**config.mk**
```make
export PLATFORM = sky130hd
export DESIGN_NAME = arm_block_transfer_sequencer_flat
export DESIGN_NICKNAME = d
export VERILOG_FILES = /design/src/rtl/arm_pipelined_pkg.sv /design/src/rtl/arm_block_transfer_sequencer_if.sv /design/src/rtl/arm_reg_list_priority_enc.sv /design/src/rtl/arm_block_transfer_sequencer.sv /design/src/flat_wrapper.sv
export SDC_FILE = /design/constraint.sdc
export NUM_CORES = 1
export LEC_CHECK = 0
export CAP_MARGIN = 0
export CORE_MARGIN = 10
export CORE_UTILIZATION = 47
export CTS_CLUSTER_SIZE = 30
export DETAILED_ROUTE_END_ITERATION = 10
export HOLD_SLACK_MARGIN = 0.03
export PLACE_DENSITY = 0.73
export SETUP_SLACK_MARGIN = 0.1
export SLEW_MARGIN = 5
export SYNTH_ARGS = -nofsm -noshare
export SYNTH_HDL_FRONTEND = slang
export SYNTH_SLANG_ARGS = --single-unit
```
**constraint.sdc**
```tcl
create_clock -name i_CLK -period 5.16 [get_ports i_CLK]
set_clock_uncertainty 0.05 [all_clocks]
set_input_delay 0.516 -clock i_CLK [delete_from_list [all_inputs] [get_ports i_CLK]]
set_output_delay 0.516 -clock i_CLK [all_outputs]
set_load 0.02 [all_outputs]
```
**src/rtl/arm_pipelined_pkg.sv**
```systemverilog
// Shared decode-stage types and constants for the pipelined ARM core:
// sequencer states, block-addressing modes and instruction field positions.
package arm_pipelined_pkg;

  localparam logic [1:0] OP_MEMORY_MULTI = 2'b10;

  localparam int FUNCT_BLOCK = 5;  // 0 selects LDM/STM within the memory-multi op
  localparam int FUNCT_P     = 4;
  localparam int FUNCT_U     = 3;
  localparam int FUNCT_S     = 2;
  localparam int FUNCT_W     = 1;
  localparam int FUNCT_L     = 0;

  typedef logic [1:0] seq_state_t;
  localparam seq_state_t SEQ_IDLE = 2'd0;
  localparam seq_state_t SEQ_XFER = 2'd1;
  localparam seq_state_t SEQ_WB   = 2'd2;

  // Encoded as {P,U} so the mode falls straight out of the Funct field.
  typedef enum logic [1:0] {
    MODE_DA = 2'b00,
    MODE_IA = 2'b01,
    MODE_DB = 2'b10,
    MODE_IB = 2'b11
  } blk_mode_e;

  function automatic blk_mode_e block_mode(input logic p, input logic u);
    return blk_mode_e'({p, u});
  endfunction

endpackage

```
**src/rtl/arm_block_transfer_sequencer_if.sv**
```systemverilog
// Decode-side instruction inputs and micro-op outputs of the block-transfer
// sequencer; master drives the instruction, slave is the sequencer.
interface arm_block_transfer_sequencer_if #(
  parameter int NUM_REGS  = 16,
  parameter int REG_IDX_W = $clog2(NUM_REGS),
  parameter int OFFSET_W  = 12
);
  logic                 i_Valid;
  logic [1:0]           i_Op;
  logic [5:0]           i_Funct;
  logic [REG_IDX_W-1:0] i_Rn;
  logic [NUM_REGS-1:0]  i_Reg_List;
  logic                 i_Stall;
  logic                 i_Flush;

  logic                 o_Ready;
  logic                 o_Uop_Valid;
  logic [REG_IDX_W-1:0] o_Uop_Rd;
  logic [REG_IDX_W-1:0] o_Uop_Rn;
  logic [OFFSET_W-1:0]  o_Uop_Offset;
  logic                 o_Uop_Load;
  logic                 o_Uop_Writeback;
  logic                 o_Uop_Last;

  modport master (
    output i_Valid, i_Op, i_Funct, i_Rn, i_Reg_List, i_Stall, i_Flush,
    input  o_Ready, o_Uop_Valid, o_Uop_Rd, o_Uop_Rn, o_Uop_Offset,
           o_Uop_Load, o_Uop_Writeback, o_Uop_Last
  );

  modport slave (
    input  i_Valid, i_Op, i_Funct, i_Rn, i_Reg_List, i_Stall, i_Flush,
    output o_Ready, o_Uop_Valid, o_Uop_Rd, o_Uop_Rn, o_Uop_Offset,
           o_Uop_Load, o_Uop_Writeback, o_Uop_Last
  );

endinterface

```
**src/rtl/arm_reg_list_priority_enc.sv**
```systemverilog
// Lowest-set-bit encoder over an LDM/STM register list; o_any flags a
// non-empty list.
module arm_reg_list_priority_enc #(
  parameter int NUM_REGS  = 16,
  parameter int REG_IDX_W = $clog2(NUM_REGS)
) (
  input  logic [NUM_REGS-1:0]  i_list,
  output logic [REG_IDX_W-1:0] o_idx,
  output logic                 o_any
);

  // Scan high to low so the lowest set bit is the last one written.
  always_comb begin
    o_idx = '0;
    o_any = 1'b0;
    for (int k = NUM_REGS - 1; k >= 0; k--) begin
      if (i_list[k]) begin
        o_idx = REG_IDX_W'(k);
        o_any = 1'b1;
      end
    end
  end

endmodule

```
**src/rtl/arm_block_transfer_sequencer.sv**
```systemverilog
// Splits LDM/STM into single-register load/store micro-ops, one per unstalled
// cycle. Define ARM_BLOCK_WRITEBACK_EN to emit the trailing base-writeback micro-op.
module arm_block_transfer_sequencer
  import arm_pipelined_pkg::*;
#(
  parameter int NUM_REGS   = 16,
  parameter int REG_IDX_W  = $clog2(NUM_REGS),
  parameter int OFFSET_W   = 12,
  parameter int WORD_BYTES = 4
) (
  input logic                           i_CLK,
  input logic                           i_NRESET,
  arm_block_transfer_sequencer_if.slave bus
);

  localparam int CNT_W = $clog2(NUM_REGS + 1);
`ifdef ARM_BLOCK_WRITEBACK_EN
  localparam logic WB_EN = 1'b1;
`else
  localparam logic WB_EN = 1'b0;
`endif

  seq_state_t                 state_q, state_d;
  logic [NUM_REGS-1:0]        list_q, list_d;
  logic [REG_IDX_W-1:0]       rn_q, rn_d;
  logic                       u_q, u_d, w_q, w_d, l_q, l_d;
  logic [CNT_W-1:0]           count_q, count_d;
  logic signed [OFFSET_W-1:0] offset_q, offset_d;

  logic [REG_IDX_W-1:0]       enc_idx;
  logic                       enc_any;
  logic                       accept, last_reg;
  logic [NUM_REGS-1:0]        list_rest;
  logic [CNT_W-1:0]           in_count;
  logic signed [OFFSET_W-1:0] stride, in_bytes, start_offset, total_bytes;
  logic                       unused_s_bit;

  arm_reg_list_priority_enc #(
    .NUM_REGS  (NUM_REGS),
    .REG_IDX_W (REG_IDX_W)
  ) u_enc (
    .i_list (list_q),
    .o_idx  (enc_idx),
    .o_any  (enc_any)
  );

  assign unused_s_bit = bus.i_Funct[FUNCT_S];
  assign stride       = OFFSET_W'(WORD_BYTES);
  assign in_bytes     = OFFSET_W'(in_count) * stride;
  assign total_bytes  = OFFSET_W'(count_q) * stride;
  assign list_rest    = list_q & (list_q - NUM_REGS'(1));
  assign last_reg     = (list_rest == '0);
  assign accept       = bus.i_Valid & (bus.i_Op == OP_MEMORY_MULTI) & ~bus.i_Funct[FUNCT_BLOCK]
                      & ~bus.i_Stall & ~bus.i_Flush;

  always_comb begin
    in_count = '0;
    for (int k = 0; k < NUM_REGS; k++) begin
      in_count = in_count + CNT_W'(bus.i_Reg_List[k]);
    end
  end

  // Decrement modes still walk registers upward, so they start at the lowest address.
  always_comb begin
    case (block_mode(bus.i_Funct[FUNCT_P], bus.i_Funct[FUNCT_U]))
      MODE_IA: start_offset = '0;
      MODE_IB: start_offset = stride;
      MODE_DA: start_offset = stride - in_bytes;
      default: start_offset = -in_bytes;
    endcase
  end

  always_comb begin
    state_d  = state_q;
    list_d   = list_q;
    rn_d     = rn_q;
    u_d      = u_q;
    w_d      = w_q;
    l_d      = l_q;
    count_d  = count_q;
    offset_d = offset_q;
    if (bus.i_Flush) begin
      state_d = SEQ_IDLE;
    end else begin
      case (state_q)
        SEQ_IDLE: begin
          if (accept) begin
            rn_d    = bus.i_Rn;
            u_d     = bus.i_Funct[FUNCT_U];
            w_d     = bus.i_Funct[FUNCT_W] & WB_EN;
            l_d     = bus.i_Funct[FUNCT_L];
            list_d  = bus.i_Reg_List;
            count_d = in_count;
            if (in_count != '0) begin
              state_d  = SEQ_XFER;
              offset_d = start_offset;
            end else if (w_d) begin
              state_d  = SEQ_WB;
              offset_d = '0;
            end
          end
        end
        SEQ_XFER: begin
          if (!bus.i_Stall) begin
            list_d   = list_rest;
            offset_d = offset_q + stride;
            if (last_reg || !enc_any) begin
              state_d = SEQ_IDLE;
              if (w_q) begin
                state_d  = SEQ_WB;
                offset_d = u_q ? total_bytes : -total_bytes;
              end
            end
          end
        end
`ifdef ARM_BLOCK_WRITEBACK_EN
        SEQ_WB: begin
          if (!bus.i_Stall) state_d = SEQ_IDLE;
        end
`endif
        default: state_d = SEQ_IDLE;
      endcase
    end
  end

  always_ff @(posedge i_CLK) begin
    if (!i_NRESET) begin
      state_q  <= SEQ_IDLE;
      list_q   <= '0;
      rn_q     <= '0;
      u_q      <= 1'b0;
      w_q      <= 1'b0;
      l_q      <= 1'b0;
      count_q  <= '0;
      offset_q <= '0;
    end else begin
      state_q  <= state_d;
      list_q   <= list_d;
      rn_q     <= rn_d;
      u_q      <= u_d;
      w_q      <= w_d;
      l_q      <= l_d;
      count_q  <= count_d;
      offset_q <= offset_d;
    end
  end

  always_comb begin
    bus.o_Ready         = (state_q == SEQ_IDLE);
    bus.o_Uop_Valid     = 1'b0;
    bus.o_Uop_Rd        = '0;
    bus.o_Uop_Rn        = '0;
    bus.o_Uop_Offset    = '0;
    bus.o_Uop_Load      = 1'b0;
    bus.o_Uop_Writeback = 1'b0;
    bus.o_Uop_Last      = 1'b0;
    if (state_q == SEQ_XFER) begin
      bus.o_Uop_Valid  = enc_any;
      bus.o_Uop_Rd     = enc_idx;
      bus.o_Uop_Rn     = rn_q;
      bus.o_Uop_Offset = offset_q;
      bus.o_Uop_Load   = l_q;
      bus.o_Uop_Last   = last_reg & ~w_q;
    end
`ifdef ARM_BLOCK_WRITEBACK_EN
    else if (state_q == SEQ_WB) begin
      bus.o_Uop_Valid     = 1'b1;
      bus.o_Uop_Rd        = rn_q;
      bus.o_Uop_Rn        = rn_q;
      bus.o_Uop_Offset    = offset_q;
      bus.o_Uop_Writeback = 1'b1;
      bus.o_Uop_Last      = 1'b1;
    end
`endif
  end

endmodule

```
**src/flat_wrapper.sv**
```systemverilog
// flat-port wrapper written by rule: the top's interface ports become plain ports
module arm_block_transfer_sequencer_flat import arm_pipelined_pkg::*;
#(
  parameter int NUM_REGS   = 16,
  parameter int REG_IDX_W  = $clog2(NUM_REGS),
  parameter int OFFSET_W   = 12,
  parameter int WORD_BYTES = 4
)
  (i_CLK, i_NRESET, bus_i_Valid, bus_i_Op, bus_i_Funct, bus_i_Rn, bus_i_Reg_List, bus_i_Stall, bus_i_Flush, bus_o_Ready, bus_o_Uop_Valid, bus_o_Uop_Rd, bus_o_Uop_Rn, bus_o_Uop_Offset, bus_o_Uop_Load, bus_o_Uop_Writeback, bus_o_Uop_Last);
  arm_block_transfer_sequencer_if #(.NUM_REGS(NUM_REGS), .REG_IDX_W(REG_IDX_W), .OFFSET_W(OFFSET_W)) bus_i ();
  input logic i_CLK;
  input logic i_NRESET;
  input wire logic [$bits(bus_i.i_Valid)-1:0] bus_i_Valid;
  input wire logic [$bits(bus_i.i_Op)-1:0] bus_i_Op;
  input wire logic [$bits(bus_i.i_Funct)-1:0] bus_i_Funct;
  input wire logic [$bits(bus_i.i_Rn)-1:0] bus_i_Rn;
  input wire logic [$bits(bus_i.i_Reg_List)-1:0] bus_i_Reg_List;
  input wire logic [$bits(bus_i.i_Stall)-1:0] bus_i_Stall;
  input wire logic [$bits(bus_i.i_Flush)-1:0] bus_i_Flush;
  output wire logic [$bits(bus_i.o_Ready)-1:0] bus_o_Ready;
  output wire logic [$bits(bus_i.o_Uop_Valid)-1:0] bus_o_Uop_Valid;
  output wire logic [$bits(bus_i.o_Uop_Rd)-1:0] bus_o_Uop_Rd;
  output wire logic [$bits(bus_i.o_Uop_Rn)-1:0] bus_o_Uop_Rn;
  output wire logic [$bits(bus_i.o_Uop_Offset)-1:0] bus_o_Uop_Offset;
  output wire logic [$bits(bus_i.o_Uop_Load)-1:0] bus_o_Uop_Load;
  output wire logic [$bits(bus_i.o_Uop_Writeback)-1:0] bus_o_Uop_Writeback;
  output wire logic [$bits(bus_i.o_Uop_Last)-1:0] bus_o_Uop_Last;
  assign bus_i.i_Valid = bus_i_Valid;
  assign bus_i.i_Op = bus_i_Op;
  assign bus_i.i_Funct = bus_i_Funct;
  assign bus_i.i_Rn = bus_i_Rn;
  assign bus_i.i_Reg_List = bus_i_Reg_List;
  assign bus_i.i_Stall = bus_i_Stall;
  assign bus_i.i_Flush = bus_i_Flush;
  assign bus_o_Ready = bus_i.o_Ready;
  assign bus_o_Uop_Valid = bus_i.o_Uop_Valid;
  assign bus_o_Uop_Rd = bus_i.o_Uop_Rd;
  assign bus_o_Uop_Rn = bus_i.o_Uop_Rn;
  assign bus_o_Uop_Offset = bus_i.o_Uop_Offset;
  assign bus_o_Uop_Load = bus_i.o_Uop_Load;
  assign bus_o_Uop_Writeback = bus_i.o_Uop_Writeback;
  assign bus_o_Uop_Last = bus_i.o_Uop_Last;
  arm_block_transfer_sequencer #(.NUM_REGS(NUM_REGS), .REG_IDX_W(REG_IDX_W), .OFFSET_W(OFFSET_W), .WORD_BYTES(WORD_BYTES)) u_core (.i_CLK(i_CLK), .i_NRESET(i_NRESET), .bus(bus_i));
endmodule
```
# Word level (Yosys, flattened, before mapping)
# Cells that the tools add are included.
totals:
  regBits: 35
  in_bits: 33
  output_inout_bits: 25
  wordCells: 104
op_classes:
  add_sub_neg: 19
  n_eq_ne: 8
  n_mux: 51
  n_bitwise: 9
  n_reduce_logical: 12
op_table:
  columns: ["op", "n"]
  rows:
  - ["4-bit two-way mux", 18]
  - ["5-bit by 1-bit adder with 5-bit output", 14]
  - ["12-bit two-way mux", 4]
  - ["12-bit one-hot mux with 3 select lines", 1]
  - ["16-bit two-way mux", 2]
  - ["16-bit one-hot mux with 2 select lines", 1]
  - ["12-bit one-hot mux with 2 select lines", 1]
  - ["1-bit two-way mux", 19]
  - ["16-bit bitwise AND", 1]
  - ["16-bit logical NOT", 1]
  - ["16-bit by 1-bit subtractor with 16-bit output, second input constant", 1]
  - ["12-bit by 4-bit adder with 12-bit output, second input constant", 1]
  - ["7-bit negator with 12-bit output", 1]
  - ["2-bit two-way mux", 4]
  - ["4-bit AND reduction", 2]
  - ["3-bit by 7-bit subtractor with 8-bit output, first input constant", 1]
  - ["2-bit by 1-bit != test with 1-bit output, second input constant", 3]
  - ["5-bit AND reduction", 1]
  - ["5-bit nonzero test", 1]
  - ["1-bit bitwise AND", 4]
  - ["2-bit by 1-bit == test with 1-bit output, second input constant", 2]
  - ["2-bit == test, second input constant", 2]
  - ["2-bit logical NOT", 2]
  - ["1-bit inverter", 4]
  - ["8 further kinds", 8]

# Logic depth before layout (Yosys ltp)
# Gate-level depths: netlist of the first run.
depth:
  word_depth: 21
  mapped_depth: 21
  ltp_nobuf: 21

# Modules after synthesis
# Synthesis of the first run repeated with hierarchy kept, for this count alone.
hier_totals:
  hier_cells: 371
  area_unflattened_um2: 2800.2
by_module_without_submodules:
  columns: ["module", "instances", "cells_per_inst", "area_each_um2", "seq_area_each_um2"]
  rows:
  - ["arm_block_transfer_sequencer", 1, 338, 2621.3, 640.6]
  - ["arm_reg_list_priority_enc", 1, 33, 178.9, 0.0]

# Least setup slack after synthesis of the first run
# Ideal clock, no wire load.
synth_path:
  path_kind: "input to register"
  startpoint: "input port bus_i_Reg_List[0]"
  endpoint: "register u_core.offset_q[7]"
  setup_time_ns: 0.059
  arrival_time_ns: 5.300
  t_required_ns: 5.051
  slack_ns: -0.250
  stages: 18
  path_buffers: 0
  cell_sequence: "ha_1 inv_1 fa_1 fa_1 fa_1 fa_1 fa_1 inv_1 fa_1 inv_1 ha_1 and3_1 ha_1 nor3_1 a22oi_1 or4_1 a21oi_1 o31a_1"
synth_between:
  elab_chain_len: 20
  word_cells_on_any_way: 24
  classes_between: "add/sub: 17; eq/ne: 1; mux: 4; reduce/logical: 2"
synth_rtl:
  columns: ["item", "line", "rtl"]
  rows:
  - ["from (decl)", "flat_wrapper.sv:17", "input wire logic [$bits(bus_i.i_Reg_List)-1:0] bus_i_Reg_List;"]
  - ["1-bit by 1-bit adder with 2-bit output (*)", "arm_block_transfer_sequencer.sv:59", "in_count = in_count + CNT_W'(bus.i_Reg_List[k]);"]
  - ["5-bit by 1-bit adder with 5-bit output (*) (14 in series)", "arm_block_transfer_sequencer.sv:59", null]
  - ["7-bit negator with 12-bit output or 3-bit by 7-bit subtractor with 8-bit output (tied branches)", "arm_block_transfer_sequencer.sv:69, arm_block_transfer_sequencer.sv:68", null]
  - ["12-bit one-hot mux with 3 select lines", "arm_block_transfer_sequencer.sv:65", "case (block_mode(bus.i_Funct[FUNCT_P], bus.i_Funct[FUNCT_U]))"]
  - ["12-bit two-way mux", "arm_block_transfer_sequencer.sv:94", "if (in_count != '0) begin"]
  - ["12-bit two-way mux", "arm_block_transfer_sequencer.sv:87", "if (accept) begin"]
  - ["12-bit one-hot mux with 2 select lines", "arm_block_transfer_sequencer.sv:85", "case (state_q)"]
  - ["to (signal assigned)", "arm_block_transfer_sequencer.sv:144", "offset_q <= offset_d;"]
  - ["to (decl)", "arm_block_transfer_sequencer.sv:28", "logic signed [OFFSET_W-1:0] offset_q, offset_d;"]
# Every way passes the cells marked *; elsewhere a longest branch is shown, timed or not. The select of a mux whose other input is x is not followed.
# A chain may end at the register's enable or synchronous reset.

# Worst setup path after layout of the first run
layout_path:
  startpoint: "input port bus_i_Reg_List[1]"
  endpoint: "register u_core.offset_q[7]"
# The elaborated chain is that of the path after synthesis.

==> impl_metrics.yaml, run 1 <==
final_layout:
  diodes: 0
  fin_nets: 491
  utilization_pct: 64.0
  final_cell_count_no_fill: 514
  fin_area_um2: 3750
  area_growth_pct: 34.0
  drive_above_1_share_pct: 15.9
cts:
  cts-root-buf: "clkbuf_8"
  clk_pin_slew_worst_paths_ns: 0.07
  cts_made_buffers: 5
  clk_latency_ns: 0.28
  ctsLongestPathBuffers: 2
  cts_tree: "yes"
  cts_sinks: 32
  holdBufCountCts: 0
  cts_htree_levels: 2
sta:
  hold_viol_final: 0
  hold-worst-slack_ns: 0.410
  max_freq_ghz: 0.202
  max-slew-margin-rel_pct: 56.7
  fin_crit_sh_pct: 95.8
  period_minus_slack_ns: 4.94
  setup_tns_ns: 0
  setup_slack_ns: 0.215
  grt_setup_unrepaired: "false"
  maxSlewViolCount: 0
  worstMarginPinSlew_ns: 0.648
  finalSetupViolations: 0
setup_path:
  cp-start-kind: "input pin"
  worstSetupEndpointType: "flop"
  worstPathArrival_ns: 5.13
  path_max_fanout: 3
  worstPathRequired_ns: 5.34
  crit_type: "in -> reg"
run_status:
  status: "complete, no violations"
placed_design:
  gp_congestion: 0.915
  dpl_worst_slack_ns: -0.456
  post_dp_cell_area_um2: 3600
  port_buffers: 52
  dpl.hpwl_mm: 6.32
  place_inst: 502
route:
  wl_per_cell_um: 16.3
  ant_nets: 0
  vias_per_cell: 5.76
  top_layer: "met4"
  dr_wl_met3_um: 494
  drt_pre_antenna_iters: 5
  dr.first_iter.drc_count: 216
  vias: 2962
  dr_wl_met2_mm: 3.95
  routed_wl_mm: 8.39
  remaining_drc_errors: 0
  met1Wirelength_mm: 3.84
synth:
  yosysWarnings: 0
  synth_top_area_share_pct: 22.9
  syn_inst: 370
  synth_top_cells_by_area: "dfxtp_1 (23%), fa_1 (7.2%), nand2_1 (5.2%)"
  synth_cell_types: 63
  synth_edf_count: 0
  yosys-top-cells-count: "nand2_1 (39), dfxtp_1 (32), inv_1 (30), o21ai_0 (26), nor2_1 (24)"
  ys_ff_latch: 32
  synth_flop_cell: "dfxtp_1"
  synth_area_um2: 2800
  synth_top_area_cell: "dfxtp_1"
  yosysSeqAreaShare_pct: 22.9
  synth_most_common_cell: "nand2_1"
  synth-async-reset-ratio_pct: 0
  avgSynthCellArea_um2: 7.56
floorplanning:
  dieArea_um2: 9440
  core_area_um2: 5850
  die_x_um: 97.1
  initial_core_util_pct: 47.8
  die_h_um: 97.1
  num_io_pins: 58
  placement_rows: 28
global_route:
  grt_max_degree: 38
  grt_pass1_wl_mm: 13.8
  antenna_found_initial: 0
  grt.total_usage_pct: 17.0
  grt_pass1_vias: 2776
  overflow: 0
power_and_ir_drop:
  vdd_drop_max_mv: 0.260
  p_leak_nw: 1.51
  power_density_nw_per_um2: 325
  power_mw: 1.22
flow_run:
  max_cap_violations: 0
hold_path:
  holdCritPathClass: "reg -> reg"
## layout make-up
class / instances / area (um2)
multi-input combinational: 281 / 2020
tap: 75 / 93.8
inverter: 31 / 116
fill: 543 / 2100
sequential: 32 / 641
clock inverter: 1 / 5.00
timing repair buffer: 88 / 797
clock buffer: 6 / 72.6
## worst max-delay path, cell delays in order
cell and delay (ns):
clkbuf_2 0.11, ha_4 0.26, inv_2 0.03, fa_1 0.47
fa_2 0.55, fa_2 0.43, fa_1 0.51, fa_2 0.23
inv_2 0.04, fa_1 0.51, inv_2 0.07, ha_4 0.16
and3_4 0.15, ha_4 0.17, nor3_4 0.13, a22oi_2 0.09
or4_4 0.44, a21oi_2 0.14, o31a_1 0.12
## sequential cells by signal, indices dropped and copies added (netlist names)
register	flops
u_core.l_q	1
u_core.list_q	16
u_core.offset_q	10
u_core.rn_q	4
u_core.state_q	1
## cells in the final DEF (no fill, tap or decap), types with 4 or more instances in the layout
| cell | synthesis | layout |
|---|---|---|
| a211oi_1 | 6 | 6 |
| a21boi_0 | 14 | 14 |
| a21oi_1 | 13 | 12 |
| a31oi_1 | 5 | 5 |
| and2_1 | 17 | 17 |
| buf_4 | 3 | 35 |
| clkbuf_8 | 0 | 5 |
| clkdlybuf4s50_1 | 0 | 45 |
| dfxtp_1 | 32 | 32 |
| dlymetal6s2s_1 | 0 | 5 |
| fa_1 | 10 | 7 |
| ha_1 | 9 | 6 |
| inv_1 | 30 | 25 |
| inv_2 | 0 | 5 |
| mux2i_1 | 4 | 4 |
| nand2_1 | 39 | 39 |
| nand3_1 | 9 | 9 |
| nor2_1 | 24 | 23 |
| nor2b_1 | 7 | 6 |
| nor3_1 | 13 | 12 |
| nor4_1 | 5 | 4 |
| o21a_1 | 6 | 6 |
| o21ai_0 | 26 | 25 |
| or3_1 | 5 | 5 |
| or4_1 | 5 | 4 |
## cell families (layout without fill, tap and decap cells)
group                    count (synthesis)  after routing  share of synthesized area [%]
AO/OA/AOI/OAI                          106            106                           26.0
XOR/XNOR                                 5              5                           2.06
adder cells (fa/ha/maj)                 20             20                           11.5
buffers and inverters                   59            126                           8.68
flip-flops                              32             32                           22.9
multiplexers                             4              4                           1.43
other                                    1              3                          0.134
AND/OR/NAND/NOR                        143            143                           27.3
## report_power, final
group	internal, mW	total [mW]	switching [mW]
Combinational	0.435	0.774	0.339
Clock	0.0919	0.192	0.0999
Sequential	0.250	0.254	0.00401
Total	0.776	1.22	0.443
## routing by layer
metal | up-vias | track usage, %
met3 | 8 | 3.13
met4 | 0 | 5.22
li1 | 1442 | -
met2 | 95 | 27.3
met5 | - | 0
met1 | 1417 | 22.4
## final timing paths
check                                 start                         endpoint  slack [ns]  depth (start not counted)
min             u_core.rn_q[3]$_SDFFE_PN0P_      u_core.rn_q[3]$_SDFFE_PN0P_        0.41                          2
max                       bus_i_Reg_List[1]  u_core.offset_q[7]$_SDFFE_PN0P_        0.22                         19
min reg2reg     u_core.rn_q[3]$_SDFFE_PN0P_      u_core.rn_q[3]$_SDFFE_PN0P_        0.41                          2
max reg2reg  u_core.state_q[0]$_SDFFE_PP0P_  u_core.offset_q[8]$_SDFFE_PN0P_        2.76                          5
## timing repair
action	in CTS	in global routing
setup buffers	1	4
gates resized for setup	5	18
pin swaps	7	3
setup endpoints to repair	11	11
Note: power is estimated with default switching activity, not from simulation.
==> run 2, diff against run 1 <==
Settings changed: CORE_MARGIN 10 to 2.
==> run 2 against run 1 <==
Effect of this change:
- core utilization down 0.41 points
- hold slack better by 0.00064 ns
- setup slack worse by 0.037 ns
- fmax down 0.73%
- combinational power up 4.0%
- flip-flop and latch count unchanged
- routed wire length down 5.7%
- critical path depth unchanged
- via count down 2.6%
- register-to-register slack better by 0.19 ns
- die area down 30%
- global-route usage up 8.0 points
- largest cell class unchanged
==> impl_metrics.yaml, run 2 (synthesis gave the netlist of run 1 again) <==
cts:
  cts_made_buffers: 5
  clk_pin_slew_worst_paths_ns: 0.07
  holdBufCountCts: 0
  cts-root-buf: "clkbuf_8"
  ctsLongestPathBuffers: 2
  cts_htree_levels: 2
  cts_sinks: 32
  cts_tree: "yes"
  clk_latency_ns: 0.28
floorplanning:
  placement_rows: 28
  initial_core_util_pct: 47.8
  core_area_um2: 5850
  die_h_um: 81.1
  dieArea_um2: 6580
  die_x_um: 81.1
  num_io_pins: 58
final_layout:
  largest-register: "u_core.list_q"
  fin_nets: 488
  area_growth_pct: 33.1
  layout_commonest_cell: "clkdlybuf4s50_1"
  drive_above_1_share_pct: 15.6
  diodes: 0
  fillers: 544
  final_cell_mix: "clkdlybuf4s50_1 (45), nand2_1 (39), buf_4 (33)"
  top_regs: "u_core.list_q: 16 flops, u_core.offset_q: 10 flops, u_core.rn_q: 4 flops"
  largest_register_ffs: 16
  seq_area_um2: 641
  multiInputGateArea_um2: 2020
sta:
  maxSlewViolCount: 0
  hold-worst-slack_ns: 0.411
  max-slew-margin-rel_pct: 56.9
  max_freq_ghz: 0.201
  hold_viol_final: 0
  period_minus_slack_ns: 4.98
  grt_setup_unrepaired: "true"
  fin_crit_sh_pct: 96.5
  finalSetupViolations: 0
  worstMarginPinSlew_ns: 0.638
setup_path:
  cpMaxStageDelayCell: "fa_2"
  path_max_fanout: 4
  worstPathArrival_ns: 5.16
  worstReg2RegEnd: "u_core.offset_q[8]$_SDFFE_PN0P_"
  rr_worst_depth: 5
  r2r_start: "u_core.state_q[0]$_SDFFE_PP0P_"
  crit_chain: "clkbuf_2 -> ha_4 -> inv_2 -> fa_1 -> fa_2 -> fa_1 -> fa_1 -> fa_2 -> inv_2 -> fa_1 -> inv_2 -> ha_4 -> and3_4 -> ha_4 -> nor3_4 -> a22oi_2 -> or4_4 -> a21oi_2 -> o31a_1"
  cp-start-kind: "input pin"
  worstSetupEndpointType: "flop"
  critical_path.max_stage_delay_ns: 0.56
  crit_path_frequent_cell: "fa_1"
  crit_type: "in -> reg"
  worstPathRequired_ns: 5.34
  regToRegSetupSlack_ns: 2.95
power_and_ir_drop:
  power_density_nw_per_um2: 335
  power_mw: 1.25
  p_leak_nw: 1.49
  vdd_drop_max_mv: 0.277
route:
  vias_per_cell: 5.65
  ant_nets: 0
  vias: 2886
  routed_wl_mm: 7.91
  wl_per_cell_um: 15.5
  dr.first_iter.drc_count: 207
  remaining_drc_errors: 0
  drt_pre_antenna_iters: 4
global_route:
  grt.total_usage_pct: 24.9
  grt_pass1_vias: 2613
  antenna_found_initial: 0
  overflow: 0
  grt_max_degree: 41
  grt_pass1_wl_mm: 12.6
hold_path:
  hold_path_end: "u_core.rn_q[3]$_SDFFE_PN0P_"
  min_path_cells: 2
  min_from: "u_core.rn_q[3]$_SDFFE_PN0P_"
  holdCritPathClass: "reg -> reg"
placed_design:
  dpl.hpwl_mm: 5.72
  port_buffers: 52
  gp_congestion: 0.940
run_status:
  status: "complete, no violations"
flow_run:
  max_cap_violations: 0
[run 2: layout make-up]
cell class | count | share of cell area (%)
tap | 75 | 2.52
sequential | 32 | 17.2
multi-input combinational | 281 | 54.4
clock inverter | 1 | 0.134
clock buffer | 6 | 1.95
inverter | 31 | 3.13
timing repair buffer | 85 | 20.7
[run 2: where the power goes]
group          internal [mW]  switching, mW
Clock                 0.0917         0.0946
Combinational          0.456          0.350
Sequential             0.250        0.00399
Total                  0.797          0.448
[run 2: metrics by stage]
| step | area, um2 | instances | setup TNS [ns] | util (%) | worst slack [ns] |
|---|---|---|---|---|---|
| 3_3_place_gp | 3580 | 500 | -3.17 | 61.3 | -0.400 |
| 2_1_floorplan | 2870 | 372 | 0 | - | 0.0958 |
| 3_5_place_dp | 3580 | 500 | -4.09 | 61.3 | -0.488 |
| 6_report | 3720 | 511 | 0 | 63.6 | 0.179 |
| 5_1_grt | 3720 | 511 | 0 | 63.6 | 0.0478 |
| 4_1_cts | 3670 | 508 | 0 | 62.7 | 0.0568 |
[run 2: what timing repair did]
item	4_1_cts	5_1_grt
gates resized for setup	3	19
endpoints found under the setup margin	11	11
buffers inserted	1	3
pin swaps	5	6
[run 2: how the worst max path moves through the flow]
stage                     cells past startpoint               from                         endpoint
after floorplan                              18  bus_i_Reg_List[1]  u_core.offset_q[7]$_SDFFE_PN0P_
after global placement                       19  bus_i_Reg_List[0]  u_core.offset_q[7]$_SDFFE_PN0P_
after detailed placement                     19  bus_i_Reg_List[1]  u_core.offset_q[7]$_SDFFE_PN0P_
after CTS                                    19  bus_i_Reg_List[2]  u_core.offset_q[7]$_SDFFE_PN0P_
after global routing                         19  bus_i_Reg_List[1]  u_core.offset_q[7]$_SDFFE_PN0P_
final                                        19  bus_i_Reg_List[1]  u_core.offset_q[7]$_SDFFE_PN0P_
[run 2: critical path, delay by kind of cell]
family	cells	cell delay, ns
AO/OA/AOI/OAI	3	0.36
AND/OR/NAND/NOR	3	0.76
buffers and inverters	4	0.25
adder cells (fa/ha/maj)	9	3.28
[run 2: routing by layer]
metal	track usage (%)	routed length, um	vias up	part of all wire (%)
met4	6.44	106	0	1.3
met1	34.5	3620	1340	46
met3	3.67	495	10	6.3
li1	-	-	1435	-
met2	40.7	3680	101	47
met5	0	0	-	0
==> run 3, diff against run 2 <==
Settings changed: CORE_UTILIZATION 47 to 40, DONT_BUFFER_PORTS from default to 1, PLACE_DENSITY 0.73 to 0.5.
Clock period 5.16 ns to 4.6 ns, I/O delays scaled along.
==> run 3 against run 2 <==
Effect of this change:
- the run now ends with negative setup slack left
- setup slack lost 0.21 ns
- combinational power is 0.6% lower
- first-iteration DRC count shrank 29%
==> impl_metrics.yaml, run 3 (synthesis gave the netlist of run 1 again) <==
run_status:
  status: "complete, but fails checks"
  violations: "negative setup slack"
global_route:
  grt.total_usage_pct: 21.5
  grt_most_used_layer: "met2"
  grt_max_degree: 40
  antenna_found_initial: 0
  grt_pass1_wl_mm: 12.8
  grtUsageMet3_pct: 4.24
  grt_pass1_vias: 2473
  overflow: 0
  met2_usage_pct: 32.5
  use_met1_pct: 31.2
setup_path:
  crit_type: "in -> reg"
  rr_worst_depth: 6
  r2r_start: "u_core.state_q[0]$_SDFFE_PP0P_"
  worstPathRequired_ns: 4.79
  regToRegSetupSlack_ns: 2.43
  worstReg2RegEnd: "u_core.state_q[0]$_SDFFE_PP0P_"
  cp-start-kind: "input pin"
  path_max_fanout: 4
  worstPathArrival_ns: 4.82
  worstSetupEndpointType: "flop"
sta:
  worstMarginPinSlew_ns: 0.729
  max_freq_ghz: 0.216
  fin_crit_sh_pct: 101
  setup_slack_ns: -0.0320
  finalSetupViolations: 3
  grt_setup_unrepaired: "true"
  period_minus_slack_ns: 4.63
  hold_viol_final: 0
  maxSlewViolCount: 0
  max-slew-margin-rel_pct: 51.1
power_and_ir_drop:
  p_leak_nw: 1.23
  vdd_drop_max_mv: 0.226
  power_density_nw_per_um2: 417
flow_run:
  max_cap_violations: 0
hold_path:
  holdCritPathClass: "in -> reg"
  min_from: "i_NRESET"
  hold_path_end: "u_core.offset_q[11]$_SDFFE_PN0P_"
  min_path_cells: 1
floorplanning:
  die_h_um: 87.6
  core_area_um2: 6790
  initial_core_util_pct: 41.2
  placement_rows: 30
  dieArea_um2: 7680
  num_io_pins: 58
  die_x_um: 87.6
cts:
  cts-root-buf: "clkbuf_8"
  clk_latency_ns: 0.29
  holdBufCountCts: 0
  cts_made_buffers: 5
  cts_htree_levels: 2
  clk_pin_slew_worst_paths_ns: 0.07
  cts_tree: "yes"
  cts_sinks: 32
  ctsLongestPathBuffers: 2
final_layout:
  fin_area_um2: 3200
  diodes: 0
  largest-register: "u_core.list_q"
  fin_nets: 426
  final_cell_mix: "nand2_1 (39), dfxtp_1 (32), inv_1 (27)"
  top_regs: "u_core.list_q: 16 flops, u_core.offset_q: 10 flops, u_core.rn_q: 4 flops"
  layout_commonest_cell: "nand2_1"
  largest_register_ffs: 16
  area_growth_pct: 14.4
  drive_above_1_share_pct: 14.4
  utilization_pct: 47.1
placed_design:
  port_buffers: 0
  dpl.hpwl_mm: 5.86
  post_dp_cell_area_um2: 3040
  gp_congestion: 0.875
route:
  dr.first_iter.drc_count: 148
  remaining_drc_errors: 0
  vias_per_cell: 5.59
  drt_pre_antenna_iters: 4
  routed_wl_mm: 7.96
  vias: 2626
  ant_nets: 0
  wl_per_cell_um: 16.9
==> run 3: worst max-delay path by stage <==
stage,start,endpoint,slack [ns],depth (start not counted)
2_1_floorplan,bus_i_Reg_List[1],u_core.offset_q[7]$_SDFFE_PN0P_,-0.41,18
3_3_place_gp,bus_i_Reg_List[1],u_core.offset_q[7]$_SDFFE_PN0P_,-0.40,18
3_5_place_dp,bus_i_Reg_List[1],u_core.offset_q[7]$_SDFFE_PN0P_,-0.45,18
4_1_cts,bus_i_Reg_List[1],u_core.offset_q[7]$_SDFFE_PN0P_,-0.04,18
5_1_grt,bus_i_Reg_List[1],u_core.offset_q[7]$_SDFFE_PN0P_,-0.24,18
6_report,bus_i_Reg_List[1],u_core.offset_q[7]$_SDFFE_PN0P_,-0.03,18
==> run 3: area by class of cell <==
type / count / area, um2
flip-flops and latches: 32 / 641
repair buffers: 23 / 176
fillers: 712 / 3600
multi-input cells: 281 / 2050
clock buffers: 7 / 96.3
inverters: 31 / 116
well taps: 96 / 120
==> run 3: through the flow <==
| step | setup WS, ns | power, mW | cells | TNS (ns) | hold WS [ns] |
|---|---|---|---|---|---|
| 2_1_floorplan | -0.408 | 0.780 | 372 | -2.17 | 0.389 |
| 3_3_place_gp | -0.401 | 1.06 | 462 | -3.41 | 0.398 |
| 3_5_place_dp | -0.451 | 1.06 | 462 | -3.96 | 0.405 |
| 4_1_cts | -0.0430 | 1.33 | 469 | -0.0827 | 0.235 |
| 5_1_grt | -0.237 | 1.44 | 470 | -1.69 | 0.235 |
| 6_report | -0.0320 | 1.33 | 470 | -0.0564 | 0.236 |
==> run 3: layer usage <==
layer / wire length, um / vias up
li1: - / 1308
met1: 3840 / 1236
met2: 3550 / 74
met3: 478 / 8
met4: 91 / 0
met5: 0 / -
==> run 3: where the power goes <==
group | switching [mW] | internal, mW | leakage, nW
clock | 0.114 | 0.133 | 0.0503
sequential | 0.00446 | 0.280 | 0.258
combinational | 0.362 | 0.438 | 0.918
==> run 3: timing repair <==
action | in CTS | in global routing
setup endpoints to repair | 11 | 11
cloned | 0 | 0
buffers inserted | 0 | 1
resized for setup | 6 | 7
pin swaps | 4 | 3
==> run 3: critical path, stage by stage <==
cell     delay [ns]
ha_4           0.24
inv_2          0.03
fa_1           0.52
fa_1           0.43
fa_1           0.46
fa_1           0.51
fa_2           0.22
inv_2          0.04
fa_1           0.51
inv_2          0.06
ha_4           0.15
and3_4         0.15
ha_4           0.17
nor3_4         0.13
a22oi_2        0.07
or4_1          0.41
a21oi_1        0.14
o31a_1         0.12
